<file path="src/rtl/spi_slave_pkg.sv">
// Shared SPI definitions: state encoding, word/count widths and the default
// idle level of MISO. The SPI master imports the same package so both sides
// agree on encodings.
package spi_slave_pkg;

  localparam int WORD_W = 32;  // data word width
  localparam int CNT_W  = 6;   // bit-count width (count minus 1, plus headroom)

  // FSM encoding kept as plain 2-bit constants for legacy compatibility.
  localparam logic [1:0] ST_WAIT_HIGH = 2'd0;
  localparam logic [1:0] ST_IDLE      = 2'd1;
  localparam logic [1:0] ST_ACTIVE    = 2'd2;

  localparam logic DEFAULT_IDLE = 1'b1;

  // Received bit count (1..33, saturating) to "count minus 1" capped at 31.
  function automatic logic [CNT_W-1:0] rx_count_to_nbits(input logic [CNT_W-1:0] cnt);
    logic [CNT_W-1:0] sat;
    sat = (cnt > 6'd32) ? 6'd32 : cnt;
    return sat - 6'd1;
  endfunction

endpackage

</file>
<file path="src/rtl/spi_slave_sync.sv">
// N-stage synchronizer for one asynchronous input.
// Ports: clk, nrst (async active-low), d (async input), q (synchronized).
// RST_VAL sets the value every stage takes during reset.
module spi_sync #(
  parameter int   STAGES  = 2,
  parameter logic RST_VAL = 1'b0
) (
  input  logic clk,
  input  logic nrst,
  input  logic d,
  output logic q
);

  logic [STAGES-1:0] chain_q;
  logic [STAGES-1:0] chain_d;

  always_comb begin
    chain_d = {chain_q[STAGES-2:0], d};
  end

  always_ff @(posedge clk or negedge nrst) begin
    if (!nrst) begin
      chain_q <= {STAGES{RST_VAL}};
    end else begin
      chain_q <= chain_d;
    end
  end

  assign q = chain_q[STAGES-1];

endmodule

</file>
<file path="src/rtl/spi_slave.sv">
// SPI mode-3 responder (SCK idles high, CSN active low, MSB first).
// SPI pins are oversampled by clk and exposed as parallel words.
// Ports:
//   clk, nrst                 fabric clock, async active-low reset
//   spi_csn/spi_sck/spi_mosi  async SPI inputs from the master
//   spi_miso                  registered slave-out data
//   tx_data/tx_nbits/tx_valid/tx_ready  TX word offer (right-aligned, count-1)
//   rx_data/rx_nbits/rx_valid/rx_overrun received word, pulse on CSN rise
//   tx_underrun               pulse: transfer began with no TX word loaded
//
// Handshake: a TX word is accepted in any cycle where tx_valid and tx_ready
// are both high at the clock edge; tx_ready stays low until the word is
// consumed by the next CSN fall. RX has no backpressure: rx_valid is a
// one-cycle pulse and rx_data/rx_nbits/rx_overrun hold until the next pulse.
module spi_slave
  import spi_slave_pkg::*;
#(
  parameter logic MISO_IDLE   = DEFAULT_IDLE,
  parameter logic MISO_FILL   = 1'b1,
  parameter int   SYNC_STAGES = 2
) (
  input  logic              clk,
  input  logic              nrst,
  input  logic              spi_csn,
  input  logic              spi_sck,
  input  logic              spi_mosi,
  output logic              spi_miso,
  input  logic [WORD_W-1:0] tx_data,
  input  logic [CNT_W-1:0]  tx_nbits,
  input  logic              tx_valid,
  output logic              tx_ready,
  output logic [WORD_W-1:0] rx_data,
  output logic [CNT_W-1:0]  rx_nbits,
  output logic              rx_valid,
  output logic              rx_overrun,
  output logic              tx_underrun
);

  // After reset the synchronizer chains still hold their reset values for
  // SYNC_STAGES cycles, plus one for the delay flop. WAIT_HIGH waits this out
  // so a CSN that is already low at reset release is not mistaken for a fresh
  // CSN fall.
  localparam int FLUSH = SYNC_STAGES + 1;
  localparam int FW    = $clog2(FLUSH + 1);

  logic csn_s, sck_s, mosi_s;

  spi_sync #(.STAGES(SYNC_STAGES), .RST_VAL(1'b1)) u_sync_csn (
    .clk(clk), .nrst(nrst), .d(spi_csn), .q(csn_s));
  spi_sync #(.STAGES(SYNC_STAGES), .RST_VAL(1'b1)) u_sync_sck (
    .clk(clk), .nrst(nrst), .d(spi_sck), .q(sck_s));
  spi_sync #(.STAGES(SYNC_STAGES), .RST_VAL(1'b0)) u_sync_mosi (
    .clk(clk), .nrst(nrst), .d(spi_mosi), .q(mosi_s));

  // Bit 5 of tx_nbits carries no meaning; the count is taken from [4:0].
  logic unused_nbits_msb;
  assign unused_nbits_msb = tx_nbits[5];

  logic [1:0]        state_q, state_d;
  logic [FW-1:0]     flush_cnt_q, flush_cnt_d;
  logic              csn_dly_q, csn_dly_d;
  logic              sck_dly_q, sck_dly_d;
  logic              hold_valid_q, hold_valid_d;
  logic [WORD_W-1:0] hold_data_q, hold_data_d;
  logic [4:0]        hold_nbits_q, hold_nbits_d;
  logic [WORD_W-1:0] tx_shift_q, tx_shift_d;
  logic [CNT_W-1:0]  tx_left_q, tx_left_d;
  logic [WORD_W-1:0] rx_shift_q, rx_shift_d;
  logic [CNT_W-1:0]  bit_cnt_q, bit_cnt_d;
  logic              seen_rise_q, seen_rise_d;
  logic              miso_q, miso_d;
  logic [WORD_W-1:0] rx_data_q, rx_data_d;
  logic [CNT_W-1:0]  rx_nbits_q, rx_nbits_d;
  logic              rx_valid_q, rx_valid_d;
  logic              rx_overrun_q, rx_overrun_d;
  logic              tx_underrun_q, tx_underrun_d;

  logic csn_fall, csn_rise, sck_fall, sck_rise;

  assign csn_fall = csn_dly_q & ~csn_s;
  assign csn_rise = ~csn_dly_q & csn_s;
  assign sck_fall = sck_dly_q & ~sck_s;
  assign sck_rise = ~sck_dly_q & sck_s;

  always_comb begin
    state_d       = state_q;
    flush_cnt_d   = flush_cnt_q;
    csn_dly_d     = csn_s;
    sck_dly_d     = sck_s;
    hold_valid_d  = hold_valid_q;
    hold_data_d   = hold_data_q;
    hold_nbits_d  = hold_nbits_q;
    tx_shift_d    = tx_shift_q;
    tx_left_d     = tx_left_q;
    rx_shift_d    = rx_shift_q;
    bit_cnt_d     = bit_cnt_q;
    seen_rise_d   = seen_rise_q;
    miso_d        = miso_q;
    rx_data_d     = rx_data_q;
    rx_nbits_d    = rx_nbits_q;
    rx_valid_d    = 1'b0;
    rx_overrun_d  = rx_overrun_q;
    tx_underrun_d = 1'b0;

    // Consumption comes first so a word offered in the CSN-fall cycle is kept
    // for the following transfer.
    if (state_q == ST_IDLE && csn_fall) begin
      hold_valid_d = 1'b0;
    end
    if (tx_valid && !hold_valid_q) begin
      hold_valid_d = 1'b1;
      hold_data_d  = tx_data;
      hold_nbits_d = tx_nbits[4:0];
    end

    case (state_q)
      ST_WAIT_HIGH: begin
        miso_d = MISO_IDLE;
        if (flush_cnt_q != FW'(FLUSH)) begin
          flush_cnt_d = flush_cnt_q + FW'(1);
        end else if (csn_s && csn_dly_q) begin
          state_d = ST_IDLE;
        end
      end

      ST_IDLE: begin
        miso_d = MISO_IDLE;
        if (csn_fall) begin
          if (hold_valid_q) begin
            // MSB-align the word so shift[31] is always the next bit out.
            tx_shift_d = hold_data_q << (5'd31 - hold_nbits_q);
            tx_left_d  = {1'b0, hold_nbits_q} + 6'd1;
          end else begin
            tx_shift_d    = {WORD_W{MISO_FILL}};
            tx_left_d     = '0;
            tx_underrun_d = 1'b1;
          end
          // First bit is presented now; the master samples it on the first
          // SCK rise, so any SCK fall before that rise is ignored.
          miso_d      = tx_shift_d[WORD_W-1];
          rx_shift_d  = '0;
          bit_cnt_d   = '0;
          seen_rise_d = 1'b0;
          state_d     = ST_ACTIVE;
        end
      end

      ST_ACTIVE: begin
        if (csn_rise) begin
          // End of transfer wins over any SCK edge seen in the same cycle.
          if (bit_cnt_q != '0) begin
            rx_data_d    = rx_shift_q;
            rx_nbits_d   = rx_count_to_nbits(bit_cnt_q);
            rx_overrun_d = (bit_cnt_q > 6'd32);
            rx_valid_d   = 1'b1;
          end
          miso_d  = MISO_IDLE;
          state_d = ST_IDLE;
        end else if (sck_rise) begin
          rx_shift_d  = {rx_shift_q[WORD_W-2:0], mosi_s};
          seen_rise_d = 1'b1;
          if (bit_cnt_q != 6'd33) begin
            bit_cnt_d = bit_cnt_q + 6'd1;
          end
        end else if (sck_fall && seen_rise_q) begin
          tx_shift_d = {tx_shift_q[WORD_W-2:0], MISO_FILL};
          if (tx_left_q != '0) begin
            tx_left_d = tx_left_q - 6'd1;
          end
          // Once the word is exhausted the zeros left by the alignment shift
          // must not leak out; drive the fill level instead.
          miso_d = (tx_left_d == '0) ? MISO_FILL : tx_shift_d[WORD_W-1];
        end
      end

      default: begin
        state_d = ST_WAIT_HIGH;
      end
    endcase
  end

  always_ff @(posedge clk or negedge nrst) begin
    if (!nrst) begin
      state_q       <= ST_WAIT_HIGH;
      flush_cnt_q   <= '0;
      csn_dly_q     <= 1'b1;
      sck_dly_q     <= 1'b1;
      hold_valid_q  <= 1'b0;
      hold_data_q   <= '0;
      hold_nbits_q  <= '0;
      tx_shift_q    <= '0;
      tx_left_q     <= '0;
      rx_shift_q    <= '0;
      bit_cnt_q     <= '0;
      seen_rise_q   <= 1'b0;
      miso_q        <= MISO_IDLE;
      rx_data_q     <= '0;
      rx_nbits_q    <= '0;
      rx_valid_q    <= 1'b0;
      rx_overrun_q  <= 1'b0;
      tx_underrun_q <= 1'b0;
    end else begin
      state_q       <= state_d;
      flush_cnt_q   <= flush_cnt_d;
      csn_dly_q     <= csn_dly_d;
      sck_dly_q     <= sck_dly_d;
      hold_valid_q  <= hold_valid_d;
      hold_data_q   <= hold_data_d;
      hold_nbits_q  <= hold_nbits_d;
      tx_shift_q    <= tx_shift_d;
      tx_left_q     <= tx_left_d;
      rx_shift_q    <= rx_shift_d;
      bit_cnt_q     <= bit_cnt_d;
      seen_rise_q   <= seen_rise_d;
      miso_q        <= miso_d;
      rx_data_q     <= rx_data_d;
      rx_nbits_q    <= rx_nbits_d;
      rx_valid_q    <= rx_valid_d;
      rx_overrun_q  <= rx_overrun_d;
      tx_underrun_q <= tx_underrun_d;
    end
  end

  assign spi_miso    = miso_q;
  assign tx_ready    = ~hold_valid_q;
  assign rx_data     = rx_data_q;
  assign rx_nbits    = rx_nbits_q;
  assign rx_valid    = rx_valid_q;
  assign rx_overrun  = rx_overrun_q;
  assign tx_underrun = tx_underrun_q;

endmodule

</file>
<file path="config.mk">
export PLATFORM = sky130hd
export DESIGN_NAME = spi_slave
export DESIGN_NICKNAME = d
export VERILOG_FILES = /design/src/rtl/spi_slave_pkg.sv /design/src/rtl/spi_slave_sync.sv /design/src/rtl/spi_slave.sv
export SDC_FILE = /design/constraint.sdc
export NUM_CORES = 1
export LEC_CHECK = 0
export ABC_AREA = 1
export CORE_UTILIZATION = 60
export CTS_CLUSTER_DIAMETER = 120
export CTS_CLUSTER_SIZE = 12
export DETAILED_ROUTE_END_ITERATION = 10
export PLACE_DENSITY = 0.84
export SYNTH_ARGS = -nofsm -noshare
export SYNTH_HDL_FRONTEND = slang
export SYNTH_SLANG_ARGS = --single-unit
export TNS_END_PERCENT = 50
</file>
<file path="constraint.sdc">
create_clock -name clk -period 4.8 [get_ports clk]
set_clock_uncertainty 0.2 [all_clocks]
set_input_delay 0.48 -clock clk [delete_from_list [all_inputs] [get_ports clk]]
set_output_delay 0.48 -clock clk [all_outputs]
set_load 0.05 [all_outputs]
</file>
==> Word-level counts from Yosys, hierarchy flattened <==
Index checks and enable logic that the tools add are counted.
{ "totals": {"ff_bits": 168, "input_bits": 44, "out_inout_bits": 43, "wordCells": 122} }
{ "op_classes": {"addsub": 6, "magnitude_cmp": 1, "n_eq_ne": 15, "n_shift": 1, "muxes": 50, "n_bitwise": 9, "n_reduce_logical": 19} }
{ "ops": {"columns": ["operator", "n"], "rows": [
  ["$mux 32", 4],
  ["$mux 31", 4],
  ["$mux 6", 15],
  ["$pmux 32 s2", 1],
  ["$pmux 31 s2", 1],
  ["$shl 32x5->32", 1],
  ["$pmux 6 s2", 2],
  ["$ne 2x2->1 const B", 10],
  ["$mux 1", 16],
  ["$reduce_bool 6->1", 2],
  ["$sub 6x1->6 const B", 2],
  ["$reduce_and 5->1", 2],
  ["$mux 2", 4],
  ["$reduce_and 4->1", 2],
  ["$add 5x1->6 const B", 1],
  ["$add 6x1->6 const B", 1],
  ["$gt 6x6->1 const B", 1],
  ["$logic_not 6->1", 1],
  ["$ne 3x3->1 const B", 2],
  ["$ne 6x6->1 const B", 1],
  ["$pmux 2 s3", 1],
  ["$reduce_and 3->1", 2],
  ["$not 1->1", 5],
  ["$sub 5x5->5 const A", 1],
  ["other kinds (12)", 19]
]} }

==> Logic depth before layout (Yosys ltp) <==
Gate-level depths: netlist of the first run.
{ "logic_depth": {"ltp_word": 13, "mapped_depth": 13, "ltp_nobuf": 12} }

==> Hierarchy <==
Synthesis of the first run repeated with hierarchy kept, for this count alone.
{ "unflattened": {"hier_cells": 1022, "area_unflattened_um2": 8449.4} }
{ "by_module_without_submodules": {"columns": ["module", "instances", "cells_per_inst", "area_each_um2", "seq_area_each_um2"], "rows": [
  ["spi_slave", 1, 1016, 8294.2, 4057.6],
  ["spi_sync at u_sync_csn ...", 2, 2, 52.6, 52.6],
  ["spi_sync at u_sync_mosi", 1, 2, 50.0, 50.0]
]} }

==> Least setup slack after synthesis of the first run <==
Ideal clock, no wire load.
{ "synth_path": {"path_type": "flip-flop to flip-flop", "startpoint": "reg state_q[0]", "endpoint": "reg tx_shift_q[16]", "setup_ns": 0.118, "arrival_ns": 1.809, "required_time_ns": 4.482, "slack_ns": 2.673, "stages_incl_launch_ff": 13, "path_buffers": 1, "period_less_slack_ns": 2.127, "cell_sequence": "dfrtp_1 -> inv_1 -> ha_1 -> inv_2 -> nor2_1 -> nand3_1 -> a21oi_4 -> inv_2 -> nor2_4 -> inv_2 -> buf_2 -> o21bai_1 -> inv_1"} }
{ "synth_between": {"elab_chain_len": 3, "elab_cells_between_ends": 9, "classes_between": "6 x eq/ne; 1 x mux; 2 x reduce/logical"} }
{ "synth_lines": {"columns": ["item", "line_no", "source"], "rows": [
  ["start: declaration", "spi_slave.sv:59", "logic [1:0] state_q, state_d;"],
  ["start signal: assignment", "spi_slave.sv:203", "state_q <= state_d;"],
  ["$eq 2x2->1 or $eq 2x1->1 (tied branches)", "spi_slave.sv:116", "case (state_q)"],
  ["$ne 2x2->1 (no source line) or $reduce_bool 2->1 (tied branches)", null, null],
  ["$reduce_and 5->1 (no source line)", null, null],
  ["end signal: assignment", "spi_slave.sv:210", "tx_shift_q <= tx_shift_d;"],
  ["end: declaration", "spi_slave.sv:66", "logic [WORD_W-1:0] tx_shift_q, tx_shift_d;"]
]} }
Several ways; a longest one is shown, not always the timed one.
A chain may end at the register's enable or synchronous reset.

==> Final worst setup path of the first run <==
{ "layout_path": {"startpoint": "reg state_q[0]", "endpoint": "reg tx_shift_q[22]"} }
The elaborated chain is that of the path after synthesis.

==> results of run 1 <==
[how the worst max path moves through the flow]
stage,startpoint,endpoint,slack [ns]
global route,state_q[0],tx_shift_q[18],1.26
finish,state_q[0],tx_shift_q[22],1.54
global placement,state_q[0],tx_shift_q[18],1.66
CTS,state_q[0],tx_shift_q[6],1.57
detailed placement,state_q[0],tx_shift_q[22],1.62
floorplan,state_q[0],tx_shift_q[16],2.67
[critical path, cell delays in order, from the launching register on]
cell and delay, ns:
dfrtp_1 0.40, inv_1 0.11, ha_1 0.53, inv_2 0.18
nor2_1 0.14, nand3_1 0.15, a21oi_4 0.14, buf_4 0.36
inv_2 0.17, nor2_4 0.30, inv_2 0.22, o21bai_1 0.18
inv_1 0.06
[cell families after synthesis]
family                   after synthesis  synth area share (%)
flip-flops                           168                  49.9
adder cells (fa/ha/maj)               12                  1.78
buffers and inverters                156                  7.17
AND/OR/NAND/NOR                      460                  23.5
AO/OA/AOI/OAI                        200                  13.6
XOR/XNOR                               7                 0.726
multiplexers                          25                  3.33
[synthesized netlist by cell type, types with 5 or more instances]
cell type	n	area, sq um
a21oi_1	43	215
buf_1	8	30.0
buf_2	13	65.1
clkbuf_1	37	139
dfrtp_1	161	4030
dfstp_2	7	184
ha_1	12	150
inv_1	91	342
mux2_2	25	282
nand2_1	207	777
nand3_1	170	851
nor2_1	66	248
o211ai_1	9	67.6
o21ai_0	81	405
o21bai_1	5	37.5
o221ai_1	6	52.6
o22ai_1	42	263
or2_2	7	43.8
xor2_1	6	52.6
[metrics by stage]
stage	util [%]	power, uW
after floorplan	-	4340
after global placement	69.3	5010
after detailed placement	69.3	5090
after CTS	73.8	6530
after global routing	73.8	7080
final	73.8	6600
[area by class of cell]
cell class | count | share of cell area (%)
Sequential cell | 168 | 42.3
Multi-Input combinational cell | 704 | 36.5
Timing Repair Buffer | 95 | 9.30
Clock buffer | 23 | 4.69
Inverter | 97 | 3.65
Tap cell | 176 | 2.21
Clock inverter | 9 | 1.42
[sequential cells by signal, indices dropped and copies added, names as in the netlist, 5 cells and up]
name and flops:
hold_nbits_q 5, bit_cnt_q 6, rx_data 32, tx_shift_q 31, hold_data_q 32, rx_shift_q 32
tx_left_q 6, rx_nbits 6
[power groups by stage]
stage | clock network (uW) | logic (uW) | registers (uW)
CTS | 1430 | 3040 | 2060
global route | 1480 | 3490 | 2120
detailed placement | 0 | 3010 | 2080
floorplan | 0 | 2300 | 2040
finish | 1410 | 3120 | 2070
global placement | 0 | 2940 | 2070
[layer usage]
layer | up-vias | routed length (microns) | track usage, %
met2 | 325 | 9400 | 45.8
li1 | 3580 | - | -
met3 | 43 | 1400 | 6.32
met4 | 0 | 351 | 10.6
met5 | - | 0 | 0
met1 | 3622 | 9160 | 42.6
==> impl_metrics.py, run 1 <==
metrics = {
    "sta": {
        "min_period_over_period_pct": 67.9,
        "hold_violations": 30,
        "achievable-frequency_mhz": 307,
        "unrepaired_setup_endpoints_after_global_routing": "false",
        "setup_viol": 0,
        "postLayoutSetupSlackWorst_ns": 1.54,
        "layout_min_cycle_time_ns": 3.26,
        "timing.max_slew.rel_slack_pct": 24.7,
        "setup_tns_ns": 0,
        "max_slew.worst_pin.slew_ns": 1.13,
        "hold-worst-slack_ns": -0.0339,
        "slew_viol_final": 0,
    },
    "floorplan": {
        "die-height_microns": 121,
        "initial_utilization_pct": 62.5,
        "floorplan.core_area_sq_um": 13500,
        "dieArea_sq_um": 14600,
        "floorplan.rows": 42,
        "ios": 87,
        "die_x_microns": 121,
    },
    "routing": {
        "drt_pass_1_iters": 6,
        "antenna_violating_nets_left": 0,
        "drtIter0Drc": 844,
        "wl_per_cell_microns": 16.0,
        "drt-vias-per-instance": 5.95,
        "detailroute.via_count": 7570,
        "detail_route.drc_violations": 0,
        "routed_wirelength_mm": 20.3,
    },
    "synthesis": {
        "synthesis.yosys.warnings": 0,
        "synth_enable_flop_cells": 0,
        "syn_area_sq_um": 8440,
        "synthesis.instances": 1028,
        "synthesis.nets": 1084,
        "asyncSetResetFlopFracSynth_pct": 100,
        "synth.lib_cells_used.distinct": 36,
        "synth_flop_cell": "dfrtp_1",
        "yosysSeqAreaShare_pct": 49.9,
        "yosys_register_bits": 168,
        "synth_area_per_cell_sq_um": 8.21,
    },
    "placed_design": {
        "hpwl_mm": 13.1,
        "placement.setup.worst_slack_ns": 1.62,
        "dpl_cell_area_sq_um": 9360,
        "place_congestion": 0.939,
        "io_buffers": 85,
        "dp_cells": 1240,
    },
    "worst_setup_path": {
        "critPathKind": "reg -> reg",
        "crit_arrival_ns": 3.38,
        "start_kind": "register",
        "regToRegStartpoint": "state_q[0]",
        "setup.worst_path.end_class": "register",
        "required_ns": 4.92,
        "worst_r2r_path_depth": 12,
        "critical_path.reg2reg.endpoint": "tx_shift_q[22]",
        "maximum_net_fanout_on_the_critical_path": 37,
        "minimum_setup_slack_among_reg_to_reg_paths_ns": 1.54,
    },
    "cts": {
        "cts_htree_levels": 4,
        "tritoncts_num_sinks": 168,
        "cts_hold_buffers": 0,
        "cts-buffers-inserted": 17,
        "clk_root_buffer_cell": "clkbuf_16",
        "worst_skew_pair.late_latency_ns": 0.43,
        "cts_post_setup_buffers_inserted": 0,
        "cts-resized-gates": 0,
        "clk_transition_reported_paths_ns": 0.06,
        "cts_buffer_depth": 2,
        "cts_tree": "done",
    },
    "status": {
        "outcome": "finished, violations left",
        "failed_checks": "negative hold slack",
    },
    "finish": {
        "insertedDiodeCount": 0,
        "fillers": 964,
        "layout.area.seq_sq_um": 4210,
        "final_cells": 1272,
        "mostFrequentLayoutCells": "nand2_1, nand3_1, dfrtp_1",
        "fin_nets": 1139,
        "layout.cells.most_common": "nand2_1",
        "finalInstanceArea_sq_um": 9970,
        "multi_input_area_sq_um": 3630,
        "area.growth.synth_to_final_pct": 18.0,
        "drive_above_1_share_pct": 7.94,
    },
    "power_and_ir_drop": {
        "power.combinational.fraction_pct": 47.2,
        "share_of_total_power_in_sequential_cells_pct": 31.4,
        "power.leakage_uw": 0.00449,
        "pwr_density_cell_nw_per_um2": 662,
        "power_report.internal_total_uw": 3700,
        "switching_power_uw": 2900,
        "p_clk_share_pct": 21.4,
        "power.switching_fraction_pct": 43.9,
        "vdd_drop_max_uv": 529,
    },
    "run": {
        "maxCapViolations": 0,
    },
    "global_routing": {
        "grt-ovfl-total": 0,
        "vias_in_the_first_global_route": 7056,
        "grt_max_degree": 109,
        "globalRouteTotalUtil_pct": 30.0,
        "grt_first_pass_wirelength_mm": 34.0,
        "grt_antenna_before_repair": 0,
    },
    "min_path": {
        "timing.hold.worst.class": "in -> async",
    },
}
Note: power is estimated with default switching activity, not from simulation.
==> run 2, diff against run 1 <==
Settings changed: CORE_UTILIZATION 60 to 57, PLACE_DENSITY 0.84 to 0.8.
Clock period 4.8 ns to 3.1 ns, I/O delays scaled along.
==> impl_metrics.py, run 2 (same netlist as run 1, synthesis figures left out) <==
metrics = {
    "status": {
        "outcome": "finished, final reports clean",
    },
    "cts": {
        "cts_htree_levels": 4,
        "cts_tree": "done",
        "cts-buffers-inserted": 17,
        "clk_transition_reported_paths_ns": 0.07,
        "clk_root_buffer_cell": "clkbuf_16",
        "cts-resized-gates": 0,
        "cts_post_setup_buffers_inserted": 0,
        "cts_buffer_depth": 2,
        "cts_hold_buffers": 1,
        "tritoncts_num_sinks": 168,
        "worst_skew_pair.late_latency_ns": 0.43,
    },
    "sta": {
        "achievable-frequency_mhz": 396,
        "unrepaired_setup_endpoints_after_global_routing": "false",
        "setup_tns_ns": 0,
        "layout_min_cycle_time_ns": 2.52,
        "slew_viol_final": 0,
        "setup_viol": 0,
        "min_period_over_period_pct": 81.4,
        "max_slew.worst_pin.slew_ns": 0.857,
        "timing.max_slew.rel_slack_pct": 42.8,
        "hold-worst-slack_ns": 0.0828,
        "hold_violations": 0,
    },
    "placed_design": {
        "io_buffers": 85,
        "dp_cells": 1260,
        "hpwl_mm": 13.8,
        "place_congestion": 0.945,
    },
    "run": {
        "maxCapViolations": 0,
    },
    "finish": {
        "insertedDiodeCount": 0,
        "mostFrequentLayoutCells": "nand2_1, nand3_1, dfrtp_1",
        "drive_above_1_share_pct": 9.29,
        "fin_nets": 1152,
        "fillers": 1187,
        "final_cells": 1293,
        "layout.area.seq_sq_um": 4210,
        "layout.cells.most_common": "nand2_1",
        "area.growth.synth_to_final_pct": 19.8,
        "multi_input_area_sq_um": 3630,
    },
    "floorplan": {
        "initial_utilization_pct": 58.3,
        "dieArea_sq_um": 15300,
        "ios": 87,
        "die-height_microns": 124,
        "floorplan.rows": 44,
        "die_x_microns": 124,
        "floorplan.core_area_sq_um": 14500,
    },
    "min_path": {
        "timing.hold.worst.class": "in -> reg",
    },
    "global_routing": {
        "grt_antenna_before_repair": 0,
        "vias_in_the_first_global_route": 6397,
        "grt_first_pass_wirelength_mm": 32.1,
        "grt_max_degree": 61,
        "globalRouteTotalUtil_pct": 27.4,
        "grt-ovfl-total": 0,
    },
    "worst_setup_path": {
        "start_kind": "register",
        "crit_arrival_ns": 2.64,
        "setup.worst_path.end_class": "register",
        "crit_path_frequent_cell": "nand2_1",
        "critPathKind": "reg -> reg",
        "required_ns": 3.22,
        "critPathSlowestCell": "dfrtp_1",
        "maximum_net_fanout_on_the_critical_path": 18,
        "cp_cell_sequence": "inv_1, ha_1, buf_4, nand2_1, nand2_1, a21oi_4, nand2_1, buf_4, o22ai_1, o21bai_1, inv_1",
        "worst_path_largest_cell_delay_ns": 0.38,
    },
    "routing": {
        "drt-vias-per-instance": 5.79,
        "drt_pass_1_iters": 5,
        "drtIter0Drc": 894,
        "met1_layer_wirelength_in_the_final_routing_mm": 9.45,
        "routed_wirelength_mm": 20.2,
        "met3_layer_wire_length_in_the_routed_design_mm": 1.39,
        "wl_per_cell_microns": 15.7,
        "top_layer": "met4",
        "met2_length_mm": 9.19,
        "detailroute.via_count": 7484,
        "antenna_violating_nets_left": 0,
        "detail_route.drc_violations": 0,
    },
    "power_and_ir_drop": {
        "vdd_drop_max_uv": 619,
        "power.leakage_uw": 0.00457,
        "pwr_density_cell_nw_per_um2": 1020,
    },
}
==> run 2: worst max-delay path: cells and delay by family (launching register included) <==
kind	cells	cell delay [ns]
adders and majority gates	1	0.22
DFF	1	0.38
buffers and inverters	4	0.65
AOI/OAI and AO/OA	3	0.43
and+or+nand+nor	3	0.52
==> run 2: path summary, 6_finish.rpt <==
kind                                        from               endpoint  slack [ns]  depth (start not counted)
max                                   state_q[0]         tx_shift_q[28]        0.58                         11
min                                      spi_sck  u_sync_sck.chain_q[0]        0.08                          1
min in group asynchronous                   nrst         rx_shift_q[20]        0.22                          2
max in group asynchronous                   nrst  u_sync_csn.chain_q[1]        1.75                          3
min reg2reg                u_sync_sck.chain_q[0]  u_sync_sck.chain_q[1]        0.16                          0
max reg2reg                           state_q[0]         tx_shift_q[28]        0.58                         11
==> run 2: area by class of cell <==
class	count	share of cell area [%]
flip-flops and latches	168	41.7
multi-input cells	704	35.9
repair buffers	108	10.5
clock buffers	17	4.21
inverters	97	3.60
well taps	184	2.28
clock inverters	15	1.79
==> run 2: power breakdown <==
group	internal [uW]	switching [uW]
Sequential	2760	367
Clock	1220	952
Combinational	1730	3280
==> run 2: metal layers <==
layer  up-vias  track usage, %
met4         0            6.48
met2       316            40.1
met3        20            5.36
met5         -               0
met1      3541            41.7
li1       3607               -
==> run 2: through the flow <==
step / power [uW] / utilization, % / worst slack [ns] / area [sq um]
after floorplan: 6720 / - / 0.973 / 8440
after global placement: 7900 / 65.6 / 0.711 / 9500
after detailed placement: 8030 / 65.6 / 0.604 / 9500
after CTS: 10300 / 69.8 / 0.593 / 10100
after global routing: 11000 / 69.8 / 0.425 / 10100
final: 10300 / 69.8 / 0.578 / 10100
==> run 3, diff against run 2 <==
Settings changed: CORE_UTILIZATION 57 to 52, PLACE_DENSITY 0.8 to 0.77.
Clock period 3.1 ns to 2.31 ns, I/O delays scaled along.
==> impl_metrics.py, run 3 (same netlist as run 1, synthesis figures left out) <==
metrics = {
    "routing": {
        "drtIter0Drc": 601,
        "drt_pass_1_iters": 6,
        "wl_per_cell_microns": 15.2,
        "routed_wirelength_mm": 20.3,
        "detailroute.via_count": 7424,
        "detail_route.drc_violations": 0,
        "antenna_violating_nets_left": 0,
        "drt-vias-per-instance": 5.55,
    },
    "sta": {
        "achievable-frequency_mhz": 452,
        "slew_viol_final": 0,
        "setup_tns_ns": 0,
        "postLayoutSetupSlackWorst_ns": 0.0959,
        "timing.max_slew.rel_slack_pct": 64.6,
        "hold_violations": 0,
        "setup_viol": 0,
        "min_period_over_period_pct": 95.8,
        "max_slew.worst_pin.slew_ns": 0.529,
        "layout_min_cycle_time_ns": 2.21,
    },
    "global_routing": {
        "grt-ovfl-total": 0,
        "grt_first_pass_wirelength_mm": 33.5,
        "grt_antenna_before_repair": 0,
        "grt_max_degree": 51,
        "globalRouteTotalUtil_pct": 25.6,
        "vias_in_the_first_global_route": 6789,
    },
    "finish": {
        "area.growth.synth_to_final_pct": 23.3,
        "insertedDiodeCount": 0,
        "mostFrequentLayoutCells": "nand2_1, nand3_1, dfrtp_1",
        "drive_above_1_share_pct": 10.8,
        "fin_nets": 1164,
        "layout.core_utilization_pct": 65.5,
        "fillers": 1329,
        "layout.cells.most_common": "nand2_1",
    },
    "worst_setup_path": {
        "crit_arrival_ns": 1.78,
        "critical_path.reg2reg.endpoint": "tx_shift_q[25]",
        "critPathKind": "reg -> out",
        "worst_r2r_path_depth": 12,
        "start_kind": "register",
        "setup.worst_path.end_class": "primary output",
        "regToRegStartpoint": "state_q[0]",
        "maximum_net_fanout_on_the_critical_path": 4,
        "required_ns": 1.88,
        "worst_path_largest_cell_delay_ns": 0.81,
        "cp_cell_sequence": "inv_1, clkdlybuf4s50_1",
        "critPathSlowestCell": "clkdlybuf4s50_1",
        "minimum_setup_slack_among_reg_to_reg_paths_ns": 0.1,
    },
    "placed_design": {
        "placement.setup.worst_slack_ns": 0.100,
        "hpwl_mm": 13.6,
        "io_buffers": 85,
        "place_congestion": 0.937,
    },
    "cts": {
        "clk_transition_reported_paths_ns": 0.07,
        "cts_tree": "done",
        "cts_buffer_depth": 2,
        "tritoncts_num_sinks": 168,
        "clk_root_buffer_cell": "clkbuf_16",
        "cts_htree_levels": 4,
        "cts-buffers-inserted": 17,
        "worst_skew_pair.late_latency_ns": 0.44,
    },
    "floorplan": {
        "floorplan.rows": 46,
        "floorplan.core_area_sq_um": 15900,
        "die_x_microns": 129,
        "dieArea_sq_um": 16800,
        "ios": 87,
        "die-height_microns": 129,
        "initial_utilization_pct": 53.2,
    },
    "min_path": {
        "timing.hold.worst.class": "in -> reg",
        "min_delay_worst_endpoint": "u_sync_mosi.chain_q[0]",
        "holdCritStartpoint": "spi_mosi",
        "min_delay_path_depth": 1,
    },
    "power_and_ir_drop": {
        "power.combinational.fraction_pct": 48.5,
        "power.leakage_uw": 0.00468,
        "pwr_density_cell_nw_per_um2": 1380,
        "vdd_drop_max_uv": 746,
        "share_of_total_power_in_sequential_cells_pct": 29.3,
        "p_clk_share_pct": 22.3,
        "switching_power_uw": 6250,
        "power.switching_fraction_pct": 43.5,
        "power_report.internal_total_uw": 8110,
    },
    "status": {
        "outcome": "finished, final reports clean",
    },
    "run": {
        "maxCapViolations": 0,
    },
}
==> run 3: changes by cell type in the layout (fill, tap and decap cells not counted), moves of 3 or more <==
cell,before,now
buf_12,3,9
o21ai_1,3,6
o21ai_0,81,78
inv_4,0,3
==> run 3: repair_timing <==
item,CTS,global route
endpoints found under the hold margin,170,0
hold buffers,3,0
endpoints found under the setup margin,0,33
gates resized for setup,0,17
buffers inserted,0,1
==> run 3: how the worst max path moves through the flow <==
stage                 start             end  slack (ns)  cells after the start
6_report       hold_valid_q        tx_ready         0.1                      2
4_1_cts          state_q[0]  tx_shift_q[22]        0.04                     10
3_3_place_gp     state_q[0]  tx_shift_q[16]        0.17                     10
3_5_place_dp     state_q[0]  tx_shift_q[22]        0.10                     10
2_1_floorplan    state_q[0]  tx_shift_q[16]        0.18                     12
5_1_grt          state_q[0]  tx_shift_q[23]       -0.01                     12
==> run 3: layer usage <==
layer / wire length, microns / global-route usage (%) / up-vias
met5: 0 / 0 / -
met4: 348 / 8.96 / 0
met3: 1310 / 5.08 / 37
met2: 9090 / 37.4 / 275
met1: 9510 / 38.0 / 3486
li1: - / - / 3626
==> run 3: metrics by stage <==
step / cells / area, sq um / hold WS [ns] / power [uW]
after floorplan: 1028 / 8440 / -0.265 / 9020
after global placement: 1300 / 9670 / -0.00731 / 10800
after detailed placement: 1300 / 9670 / -0.0101 / 10900
after CTS: 1335 / 10400 / 0.0453 / 14200
after global routing: 1337 / 10400 / 0.0423 / 15400
final: 1337 / 10400 / 0.0495 / 14400
==> run 3: area by class of cell <==
type | instances | area (sq um) | area share (%)
Multi-Input combinational cell | 704 | 3650 | 35.1
Inverter | 97 | 372 | 3.57
Tap cell | 216 | 270 | 2.60
Clock buffer | 18 | 439 | 4.22
Sequential cell | 168 | 4210 | 40.5
Clock inverter | 14 | 226 | 2.17
Timing Repair Buffer | 120 | 1240 | 11.9
==> run 3: power by group through the flow <==
stage	Clock, uW	Sequential [uW]	Combinational (uW)
final	3200	4210	6960
after CTS	3230	4200	6770
after global placement	0	4210	6580
after detailed placement	0	4230	6670
after global routing	3350	4310	7750
after floorplan	0	4240	4780
==> run 3: critical path: cells and delay by family (launching register included) <==
family	cells	cell delay [ns]
flip-flops	1	0.42
buffers and inverters	2	0.93
